File: src/rtl/dmem_arbiter_if.sv
// Signal bundle between the two masters, the arbiter and the data memory.
// err_o exists only when DMEM_ARB_ALIGN_CHECK_EN is defined.
interface dmem_arbiter_if #(
   parameter int ADDR_W = 32
);
   logic              m0_req_i;
   logic              m0_we_i;
   logic [ADDR_W-1:0] m0_addr_i;
   logic [31:0]       m0_wdata_i;
   logic [31:0]       m0_rdata_o;
   logic              m0_ack_o;
   logic              m1_req_i;
   logic              m1_we_i;
   logic [ADDR_W-1:0] m1_addr_i;
   logic [31:0]       m1_wdata_i;
   logic [31:0]       m1_rdata_o;
   logic              m1_ack_o;
   logic [ADDR_W-1:0] mem_addr_o;
   logic [31:0]       mem_wdata_o;
   logic              mem_we_o;
   logic              mem_re_o;
   logic [31:0]       mem_rdata_i;
   logic              busy_o;
`ifdef DMEM_ARB_ALIGN_CHECK_EN
   logic              err_o;
`endif

   modport slave (
      input  m0_req_i, m0_we_i, m0_addr_i, m0_wdata_i,
             m1_req_i, m1_we_i, m1_addr_i, m1_wdata_i,
             mem_rdata_i,
      output m0_rdata_o, m0_ack_o, m1_rdata_o, m1_ack_o,
             mem_addr_o, mem_wdata_o, mem_we_o, mem_re_o, busy_o
`ifdef DMEM_ARB_ALIGN_CHECK_EN
             , err_o
`endif
   );

   modport master (
      output m0_req_i, m0_we_i, m0_addr_i, m0_wdata_i,
             m1_req_i, m1_we_i, m1_addr_i, m1_wdata_i,
             mem_rdata_i,
      input  m0_rdata_o, m0_ack_o, m1_rdata_o, m1_ack_o,
             mem_addr_o, mem_wdata_o, mem_we_o, mem_re_o, busy_o
`ifdef DMEM_ARB_ALIGN_CHECK_EN
             , err_o
`endif
   );
endinterface

File: src/rtl/dmem_arbiter.sv
// Two-master round-robin arbiter and fixed-latency access sequencer for the data memory.
// Optional misaligned-address rejection is compiled in with DMEM_ARB_ALIGN_CHECK_EN.
module dmem_arbiter #(
   parameter int LATENCY = 2,
   parameter int ADDR_W  = 32
) (
   input logic           clk_i,
   input logic           rst_i,
   dmem_arbiter_if.slave bus
);
   localparam logic [1:0] ST_IDLE   = 2'd0;
   localparam logic [1:0] ST_ACCESS = 2'd1;
   localparam logic [1:0] ST_ACK    = 2'd2;
   localparam logic [2:0] CNT_LOAD  = 3'(LATENCY - 1);

   logic [1:0]        state_reg;
   logic [2:0]        cnt_reg;
   logic              grant_reg;
   logic              last_grant_reg;
   logic              we_reg;
   logic [ADDR_W-1:0] addr_reg;
   logic [31:0]       wdata_reg;

   logic [1:0]        req_vec;
   logic [1:0]        we_vec;
   logic [1:0]        ack_vec;
   logic [ADDR_W-1:0] addr_vec [2];
   logic [31:0]       wdata_vec [2];
   logic              win;
   logic              in_access;
   logic              last_beat;
   logic              rd_done;

   assign req_vec      = {bus.m1_req_i, bus.m0_req_i};
   assign we_vec       = {bus.m1_we_i, bus.m0_we_i};
   assign addr_vec[0]  = bus.m0_addr_i;
   assign addr_vec[1]  = bus.m1_addr_i;
   assign wdata_vec[0] = bus.m0_wdata_i;
   assign wdata_vec[1] = bus.m1_wdata_i;

   // On a tie the master that did not win last time gets the grant.
   always_comb begin
      if (req_vec == 2'b11) win = ~last_grant_reg;
      else                  win = req_vec[1];
   end

`ifdef DMEM_ARB_ALIGN_CHECK_EN
   logic err_reg;
   logic misaligned;
   assign misaligned = |addr_vec[win][1:0];
`endif

   always_ff @(posedge clk_i or negedge rst_i) begin
      if (!rst_i) begin
         state_reg      <= ST_IDLE;
         cnt_reg        <= '0;
         grant_reg      <= 1'b0;
         last_grant_reg <= 1'b1;
         we_reg         <= 1'b0;
         addr_reg       <= '0;
         wdata_reg      <= '0;
`ifdef DMEM_ARB_ALIGN_CHECK_EN
         err_reg        <= 1'b0;
`endif
      end else begin
         case (state_reg)
            ST_IDLE: begin
               if (|req_vec) begin
                  grant_reg      <= win;
                  last_grant_reg <= win;
                  we_reg         <= we_vec[win];
                  addr_reg       <= addr_vec[win];
                  wdata_reg      <= wdata_vec[win];
                  cnt_reg        <= CNT_LOAD;
`ifdef DMEM_ARB_ALIGN_CHECK_EN
                  err_reg        <= misaligned;
                  state_reg      <= misaligned ? ST_ACK : ST_ACCESS;
`else
                  state_reg      <= ST_ACCESS;
`endif
               end
            end
            ST_ACCESS: begin
               if (cnt_reg == 3'd0) state_reg <= ST_ACK;
               else                 cnt_reg   <= cnt_reg - 3'd1;
            end
            ST_ACK:  state_reg <= ST_IDLE;
            default: state_reg <= ST_IDLE;
         endcase
      end
   end

   assign in_access = (state_reg == ST_ACCESS);
   assign last_beat = in_access && (cnt_reg == 3'd0);
   assign rd_done   = last_beat && !we_reg;

   // Per-master read-data holding register and ack decode.
   for (genvar gi = 0; gi < 2; gi++) begin : g_port
      logic [31:0] rdata_reg;

      always_ff @(posedge clk_i or negedge rst_i) begin
         if (!rst_i)                           rdata_reg <= '0;
         else if (rd_done && grant_reg == 1'(gi)) rdata_reg <= bus.mem_rdata_i;
      end

      assign ack_vec[gi] = (state_reg == ST_ACK) && (grant_reg == 1'(gi));
   end

   assign bus.m0_rdata_o  = g_port[0].rdata_reg;
   assign bus.m1_rdata_o  = g_port[1].rdata_reg;
   assign bus.m0_ack_o    = ack_vec[0];
   assign bus.m1_ack_o    = ack_vec[1];

   // Memory sees only the latched request, and a write strobes on the last beat alone.
   assign bus.mem_addr_o  = in_access ? addr_reg : '0;
   assign bus.mem_wdata_o = in_access ? wdata_reg : '0;
   assign bus.mem_re_o    = in_access && !we_reg;
   assign bus.mem_we_o    = last_beat && we_reg;
   assign bus.busy_o      = (state_reg != ST_IDLE);

`ifdef DMEM_ARB_ALIGN_CHECK_EN
   assign bus.err_o       = (state_reg == ST_ACK) && err_reg;
`endif
endmodule

File: src/flat_wrapper.sv
// flat-port wrapper written by rule: the top's interface ports become plain ports
module dmem_arbiter_flat 
#(
   parameter int LATENCY = 2,
   parameter int ADDR_W  = 32
)
  (clk_i, rst_i, bus_m0_req_i, bus_m0_we_i, bus_m0_addr_i, bus_m0_wdata_i, bus_m1_req_i, bus_m1_we_i, bus_m1_addr_i, bus_m1_wdata_i, bus_mem_rdata_i, bus_m0_rdata_o, bus_m0_ack_o, bus_m1_rdata_o, bus_m1_ack_o, bus_mem_addr_o, bus_mem_wdata_o, bus_mem_we_o, bus_mem_re_o, bus_busy_o);
  dmem_arbiter_if #(.ADDR_W(ADDR_W)) bus_i ();
  input logic clk_i;
  input logic rst_i;
  input wire logic [$bits(bus_i.m0_req_i)-1:0] bus_m0_req_i;
  input wire logic [$bits(bus_i.m0_we_i)-1:0] bus_m0_we_i;
  input wire logic [$bits(bus_i.m0_addr_i)-1:0] bus_m0_addr_i;
  input wire logic [$bits(bus_i.m0_wdata_i)-1:0] bus_m0_wdata_i;
  input wire logic [$bits(bus_i.m1_req_i)-1:0] bus_m1_req_i;
  input wire logic [$bits(bus_i.m1_we_i)-1:0] bus_m1_we_i;
  input wire logic [$bits(bus_i.m1_addr_i)-1:0] bus_m1_addr_i;
  input wire logic [$bits(bus_i.m1_wdata_i)-1:0] bus_m1_wdata_i;
  input wire logic [$bits(bus_i.mem_rdata_i)-1:0] bus_mem_rdata_i;
  output wire logic [$bits(bus_i.m0_rdata_o)-1:0] bus_m0_rdata_o;
  output wire logic [$bits(bus_i.m0_ack_o)-1:0] bus_m0_ack_o;
  output wire logic [$bits(bus_i.m1_rdata_o)-1:0] bus_m1_rdata_o;
  output wire logic [$bits(bus_i.m1_ack_o)-1:0] bus_m1_ack_o;
  output wire logic [$bits(bus_i.mem_addr_o)-1:0] bus_mem_addr_o;
  output wire logic [$bits(bus_i.mem_wdata_o)-1:0] bus_mem_wdata_o;
  output wire logic [$bits(bus_i.mem_we_o)-1:0] bus_mem_we_o;
  output wire logic [$bits(bus_i.mem_re_o)-1:0] bus_mem_re_o;
  output wire logic [$bits(bus_i.busy_o)-1:0] bus_busy_o;
  assign bus_i.m0_req_i = bus_m0_req_i;
  assign bus_i.m0_we_i = bus_m0_we_i;
  assign bus_i.m0_addr_i = bus_m0_addr_i;
  assign bus_i.m0_wdata_i = bus_m0_wdata_i;
  assign bus_i.m1_req_i = bus_m1_req_i;
  assign bus_i.m1_we_i = bus_m1_we_i;
  assign bus_i.m1_addr_i = bus_m1_addr_i;
  assign bus_i.m1_wdata_i = bus_m1_wdata_i;
  assign bus_i.mem_rdata_i = bus_mem_rdata_i;
  assign bus_m0_rdata_o = bus_i.m0_rdata_o;
  assign bus_m0_ack_o = bus_i.m0_ack_o;
  assign bus_m1_rdata_o = bus_i.m1_rdata_o;
  assign bus_m1_ack_o = bus_i.m1_ack_o;
  assign bus_mem_addr_o = bus_i.mem_addr_o;
  assign bus_mem_wdata_o = bus_i.mem_wdata_o;
  assign bus_mem_we_o = bus_i.mem_we_o;
  assign bus_mem_re_o = bus_i.mem_re_o;
  assign bus_busy_o = bus_i.busy_o;
  dmem_arbiter #(.LATENCY(LATENCY), .ADDR_W(ADDR_W)) u_core (.clk_i(clk_i), .rst_i(rst_i), .bus(bus_i));
endmodule
File: config.mk
export PLATFORM = sky130hd
export DESIGN_NAME = dmem_arbiter_flat
export DESIGN_NICKNAME = d
export VERILOG_FILES = /design/src/rtl/dmem_arbiter_if.sv /design/src/rtl/dmem_arbiter.sv /design/src/flat_wrapper.sv
export SDC_FILE = /design/constraint.sdc
export NUM_CORES = 1
export LEC_CHECK = 0
export CORE_UTILIZATION = 42
export DETAILED_ROUTE_END_ITERATION = 8
export PLACE_DENSITY = 0.89
export SLEW_MARGIN = 20
export SYNTH_ARGS = -nofsm -noshare
export SYNTH_HDL_FRONTEND = slang
export SYNTH_SLANG_ARGS = --single-unit
File: constraint.sdc
create_clock -name clk_i -period 2.4 [get_ports clk_i]
set_input_delay 0.36 -clock clk_i [delete_from_list [all_inputs] [get_ports clk_i]]
set_output_delay 0.36 -clock clk_i [all_outputs]
set_load 0.005 [all_outputs]
## After elaboration in Yosys (flattened, before gate mapping)

Cells that the tools add are included.

| storage, ports and cells | value |
|---|---|
| word-level logic and storage cells | 55 |
| flip-flop bits (word level) | 136 |
| input bits | 166 |
| output and inout port bits | 133 |

| operators by class | value |
|---|---|
| reduce and logical (&&, ||, !) cells | 17 |
| add/sub/neg operators | 1 |
| bitwise operators | 3 |
| $lt $le $gt $ge | 2 |
| equal/unequal tests | 6 |
| mux-type cells | 17 |

Operators with widths:

| kind | count |
|---|---|
| $mux W32 | 8 |
| $logic_and A1 B1 Y1 | 8 |
| $mux W3 | 2 |
| $pmux W3 S2 | 1 |
| $eq A2 B2 Y1 const B | 2 |
| $mux W2 | 2 |
| $ne A2 B2 Y1 const B | 2 |
| $pmux W2 S2 | 1 |
| $reduce_and A2 Y1 | 2 |
| $reduce_bool A2 Y1 | 2 |
| $logic_not A3 Y1 | 1 |
| $mux W1 | 3 |
| $reduce_and A3 Y1 | 1 |
| $sub A3 B1 Y3 const B | 1 |
| $eq A2 B1 Y1 const B | 1 |
| $ge A2 B2 Y1 const B | 1 |
| $logic_not A2 Y1 | 1 |
| $lt A1 B2 Y1 const B | 1 |
| $ne A2 B1 Y1 const B | 1 |
| $not A1 Y1 | 2 |
| $not A1 Y2 | 1 |
| $reduce_or A2 Y1 | 1 |
| $logic_not A1 Y1 | 1 |

## Depth between registers and ports, before layout

Gate-level depths: netlist (run 1).

| logic depth | value |
|---|---|
| word-level depth | 6 |
| mapped depth | 6 |
| gate-level depth less buffers | 6 |

## Worst setup path after synthesis (run 1)

OpenSTA, ideal clock, no wires.

| timing path | value |
|---|---|
| kind | reg2reg |
| start | register u_core.cnt_reg[0] |
| end | register u_core.g_port[0].rdata_reg[10], in the netlist u_core.bus.m0_rdata_o[10] |
| slack | 0.619 ns |
| cell stages (with the launch flop) | 7 |
| required time | 2.275 ns |
| path buffers | 1 |
| setup time | 0.125 ns |
| arrival | 1.656 ns |
| cells stage by stage | dfrtp_1 > inv_1 > ha_1 > ha_1 > nor4b_4 > buf_6 > mux2_2 |

| on the way | value |
|---|---|
| longest elaborated chain between the ends | 4 |

RTL lines:

| what | RTL line | text |
|---|---|---|
| start, declared | dmem_arbiter.sv:17 | `logic [2:0] cnt_reg;` |
| start signal, assigned | dmem_arbiter.sv:85 | `else cnt_reg <= cnt_reg - 3'd1;` |
| $logic_not A3 Y1 | dmem_arbiter.sv:94 | `assign last_beat = in_access && (cnt_reg == 3'd0);` |
| $logic_and A1 B1 Y1 | dmem_arbiter.sv:94 |  |
| $logic_and A1 B1 Y1 | dmem_arbiter.sv:95 | `assign rd_done = last_beat && !we_reg;` |
| $logic_and A1 B1 Y1 | dmem_arbiter.sv:103 | `else if (rd_done && grant_reg == 1'(gi)) rdata_reg <= bus.mem_rdata_i;` |
| end signal, assigned | dmem_arbiter.sv:103 |  |
| end, declared | dmem_arbiter.sv:99 | `logic [31:0] rdata_reg;` |

Every way passes these cells.
A chain may end at the register's enable or synchronous reset.

## Worst setup path after layout (run 1)

| timing path | value |
|---|---|
| start | register u_core.state_reg[1] |
| end | output bus_mem_wdata_o[19] |

| on the way | value |
|---|---|
| longest elaborated chain between the ends | 2 |

RTL lines:

| what | RTL line | text |
|---|---|---|
| start, declared | dmem_arbiter.sv:16 | `logic [1:0] state_reg;` |
| start signal, assigned | dmem_arbiter.sv:55 | `state_reg <= ST_IDLE;` |
| start signal, assigned | dmem_arbiter.sv:79 | `state_reg <= ST_ACCESS;` |
| start signal, assigned | dmem_arbiter.sv:84 | `if (cnt_reg == 3'd0) state_reg <= ST_ACK;` |
| $eq A2 B1 Y1 | dmem_arbiter.sv:93 | `assign in_access = (state_reg == ST_ACCESS);` |
| $mux W32 | dmem_arbiter.sv:116 | `assign bus.mem_wdata_o = in_access ? wdata_reg : '0;` |
| end, declared | flat_wrapper.sv:25 | `output wire logic [$bits(bus_i.mem_wdata_o)-1:0] bus_mem_wdata_o;` |

Every way passes these cells.

==> results of run 1 <==
==> per-stage QoR <==
step / hold WS (ns) / setup WS, ns
floorplan: 0.0644 / 0.619
global placement: 0.396 / 0.340
detailed placement: 0.396 / 0.321
CTS: 0.491 / 0.0292
global route: 0.514 / 0.0318
finish: 0.486 / 0.103
==> power by group <==
part | leakage (µW) | switching [µW] | internal, µW
clock | 0.000295 | 1000 | 1640
sequential | 0.00157 | 705 | 3470
combinational | 0.00231 | 2460 | 4000
==> kinds of logic (layout without fill, tap and decap cells) <==
family          count (synthesis)  in the layout  synth area share (%)
buf+inv                        61            356                  4.25
simple gates                  208            208                  15.7
compound gates                138            138                  14.9
flops                         136            136                  53.3
mux                            65             65                  11.4
fa+ha+maj                       2              2                 0.392
==> metal layers <==
layer  GRT usage [%]  routed length [µm]
met1            29.5                7460
met2            43.1                9470
met3            7.27                1690
met4            8.25                 329
met5               0                   0
==> cell usage in the layout (no fill, tap or decap), types with 3 or more instances in the layout <==
master	n
sky130_fd_sc_hd__clkinv_2	3
sky130_fd_sc_hd__a41oi_1	65
sky130_fd_sc_hd__dfrtp_1	134
sky130_fd_sc_hd__buf_4	12
sky130_fd_sc_hd__nand2_1	131
sky130_fd_sc_hd__clkdlybuf4s50_1	297
sky130_fd_sc_hd__buf_12	9
sky130_fd_sc_hd__and2_1	65
sky130_fd_sc_hd__clkbuf_16	17
sky130_fd_sc_hd__inv_1	5
sky130_fd_sc_hd__a21oi_1	67
sky130_fd_sc_hd__clkinv_4	5
sky130_fd_sc_hd__bufinv_16	3
sky130_fd_sc_hd__mux2_2	64
==> worst max-delay path: cells and delay by family, from the launching register on <==
family	cells	cell delay, ns
flops	1	0.38
buf+inv	2	0.67
simple gates	2	0.47
==> final cells by class <==
type	count	area share, %
tap	184	2.24
timing repair buffer	320	31.8
clock inverter	14	1.72
inverter	5	0.183
clock buffer	17	4.15
sequential	136	33.2
multi-input combinational	413	26.7
==> how the worst max path moves through the flow <==
stage,slack [ns],end,cells past startpoint
2_1_floorplan,0.62,u_core.bus.m0_rdata_o[10],6
3_3_place_gp,0.34,bus_mem_addr_o[28],4
3_5_place_dp,0.32,bus_mem_wdata_o[19],4
4_1_cts,0.03,bus_mem_we_o,5
5_1_grt,0.03,bus_mem_wdata_o[19],4
6_report,0.10,bus_mem_wdata_o[19],4
==> repair_timing <==
item	in CTS	in global routing
hold buffers	1	0
endpoints found under the setup margin	54	14
setup buffers	3	0
resized for setup	1	2
endpoints found under the hold margin	62	0
==> metrics.md, run 1 <==
| Metric | Value |
|---|---|
| First-pass GRT wire length | `between 30,000 and 40,000 µm` |
| Maximum capacitance violations | `0` |
| Type of origin of the critical path | `flip-flop` |
| Violated checks | `design-rule violations` |
| Final-report hold violation count | `0` |
| Count of unresolved DRC violations after routing | `23` |
| Most frequent cell after synthesis | `sky130_fd_sc_hd__dfrtp_1` |
| CP Capture Type | `output pin` |
| Vias after detailed routing | `5,753` |
| Effective utilization at floorplan | `43.5%` |
| Clock tree from TritonCTS | `done` |
| Share of flip-flops with an asynchronous set or reset | `between 90% and 100%` |
| Detailed Routing Iterations Pass 1 | `8` |
| Setup repair after global routing missed its margin | `no` |
| Relative slew slack | `~60%` |
| Number of flops mapped to enable cells by yosys | `0` |
| Final Power | `13,300 µW` |
| Final standard cell count with taps included and fillers excluded | `1,089` |
| Final worst path period need | `around 2.3 ns` |
| Sequential element share of the synthesized area | `53.3%` |
| Final Cell Area | `a little over 10,000 µm²` |
| Beginning of the worst hold path | `u_core.cnt_reg[1]` |
| Largest vdd supply drop | `671 µV` |
| Maximum achievable frequency | `roughly 0.44 GHz` |
| Synthesized instance count | `between 600 and 700` |
| Clock tree buffer depth | `2` |
| Ys flop type | `sky130_fd_sc_hd__dfrtp_1` |
| End point of the most critical hold path | `u_core.cnt_reg[1]` |
| Gp weighted congestion | `between 0.7 and 0.8` |
| Area occupied by registers | `3410 µm²` |
| Worst-path cell chain | `and2b_4, buf_12, and2_1, clkdlybuf4s50_1` |
| Count of yosys warnings during synthesis | `0` |
| Via-to-Cell Ratio | `~5.3` |
| Pin count of the biggest net entering global routing | `about 140` |
| Area of the multi-input gates | `approximately 2700 µm²` |
| Per-instance average area after synthesis | `approximately 10 µm²` |
| Synth cell types | `29` |
| Register-to-register setup slack | `around 0.46 ns` |
| Final-report setup violation count | `0` |
| Cells taking the most area after synthesis | `sky130_fd_sc_hd__dfrtp_1 53%, sky130_fd_sc_hd__mux2_2 11%, sky130_fd_sc_hd__a41oi_1 8.9%, sky130_fd_sc_hd__nand2_1 7.7%, sky130_fd_sc_hd__and2_1 6.4%` |
| Clock sink count | `around 140` |
| Number of buffers created by CTS | `17` |
| Post-DP Area | `approximately 9600 µm²` |
| Fraction of layout instances using a drive strength above 1 | `14.0%` |
| Critical path's largest stage delay | `approximately 0.50 ns` |
| Flop and latch count out of synthesis | `136` |
| Post-synth top area share | `52.9%` |
| Data arrival time of the worst path | `1.94 ns` |
| Count of boundary I/O pins | `~300` |
| GRT Residual Overflow | `0` |
| Min-Delay Path Depth | `1` |
| Static power due to leakage | `roughly 0.0042 µW` |
| Core Region | `~15,000 µm²` |
| Clock Root Buffer | `sky130_fd_sc_hd__clkbuf_16` |
| Actual slew at the worst max-slew pin | `~0.63 ns` |
| Final core occ | `between 60% and 70%` |
| Post-synthesis cell type with the largest combined area | `sky130_fd_sc_hd__dfrtp_1` |
| Startpoint of the lowest-slack register-to-register path | `u_core.cnt_reg[0]` |
| Inserted Diodes | `0` |
| Synthesis-to-finish area growth | `60.5%` |
| Die X | `around 130 µm` |
| Total Negative Setup Slacks | `0 ns` |
| Post-synth top cells | `135 x sky130_fd_sc_hd__dfrtp_1, 131 x sky130_fd_sc_hd__nand2_1, 67 x sky130_fd_sc_hd__a21oi_1, 65 x sky130_fd_sc_hd__a41oi_1, 65 x sky130_fd_sc_hd__and2_1` |
| Clock latency at the later pin of the worst-skew pair | `roughly 0.41 ns` |
| Worst hold-check path type | `reg -> reg` |
| Violation count after the first detailed-routing iteration | `284` |
| Height of the die | `around 130 µm` |
| R2R Path End | `u_core.bus.m1_rdata_o[24]` |
| Final-stage net count | `1,061` |
| Critical Path RT | `between 2 and 2.5 ns` |
| Timing startpoint of the critical path | `u_core.state_reg[1]` |
| Slowest CP cell | `sky130_fd_sc_hd__clkdlybuf4s50_1` |
| Slew Limit Fails | `0` |
| Maximum net fanout on the critical path | `30` |
| Power per cell area | `approximately 1300 nW/µm²` |
| H-Tree Depth | `4` |
| Global router's overall resource usage | `24.8%` |
| Floorplan row count | `44` |
| Outcome | `finished with violations` |
| Post-route fraction of the period consumed by the critical path | `95.7%` |
| Post-DR wirelength/cell | `17.4 µm` |
| Maximum clock skew at final layout | `about 0.0087 ns` |
| Net count after synthesis | `about 800` |
| Logic depth of the worst register-to-register path | `6` |
| CP Class | `reg -> out` |
| Clock transition at the registers of the reported paths | `0.06 ns` |
| Aggregate routed wire length | `approximately 19,000 µm` |
| Antenna violations before repair | `0` |
| Floorplan die area | `approximately 16,000 µm²` |
| Number of placed instances, taps included | `1,054` |
| Post-detailed-placement half-perimeter wirelength | `about 14,000 µm` |
| Via count of the first global-routing pass | `between 5,000 and 6,000` |
| Number of buffers inserted by port buffering | `between 200 and 300` |
| Count of nets left with antenna violations after detail routing | `0` |
| Post-synth design cell area | `between 6000 and 7000 µm²` |
| Fillers | `1,061` |
No activity file was read; power rests on OpenSTA's default activity.
==> run 2, diff against run 1 <==
--- a/config.mk
+++ b/config.mk
@@ -6,8 +6,10 @@
 export NUM_CORES = 1
 export LEC_CHECK = 0
 export CORE_UTILIZATION = 42
+export CTS_CLUSTER_DIAMETER = 50
 export DETAILED_ROUTE_END_ITERATION = 8
 export PLACE_DENSITY = 0.89
+export SETUP_SLACK_MARGIN = 0.02
 export SLEW_MARGIN = 20
 export SYNTH_ARGS = -nofsm -noshare
 export SYNTH_HDL_FRONTEND = slang
==> results of run 2 <==
Final layout, timing and power as in run 1 (identical DEF).
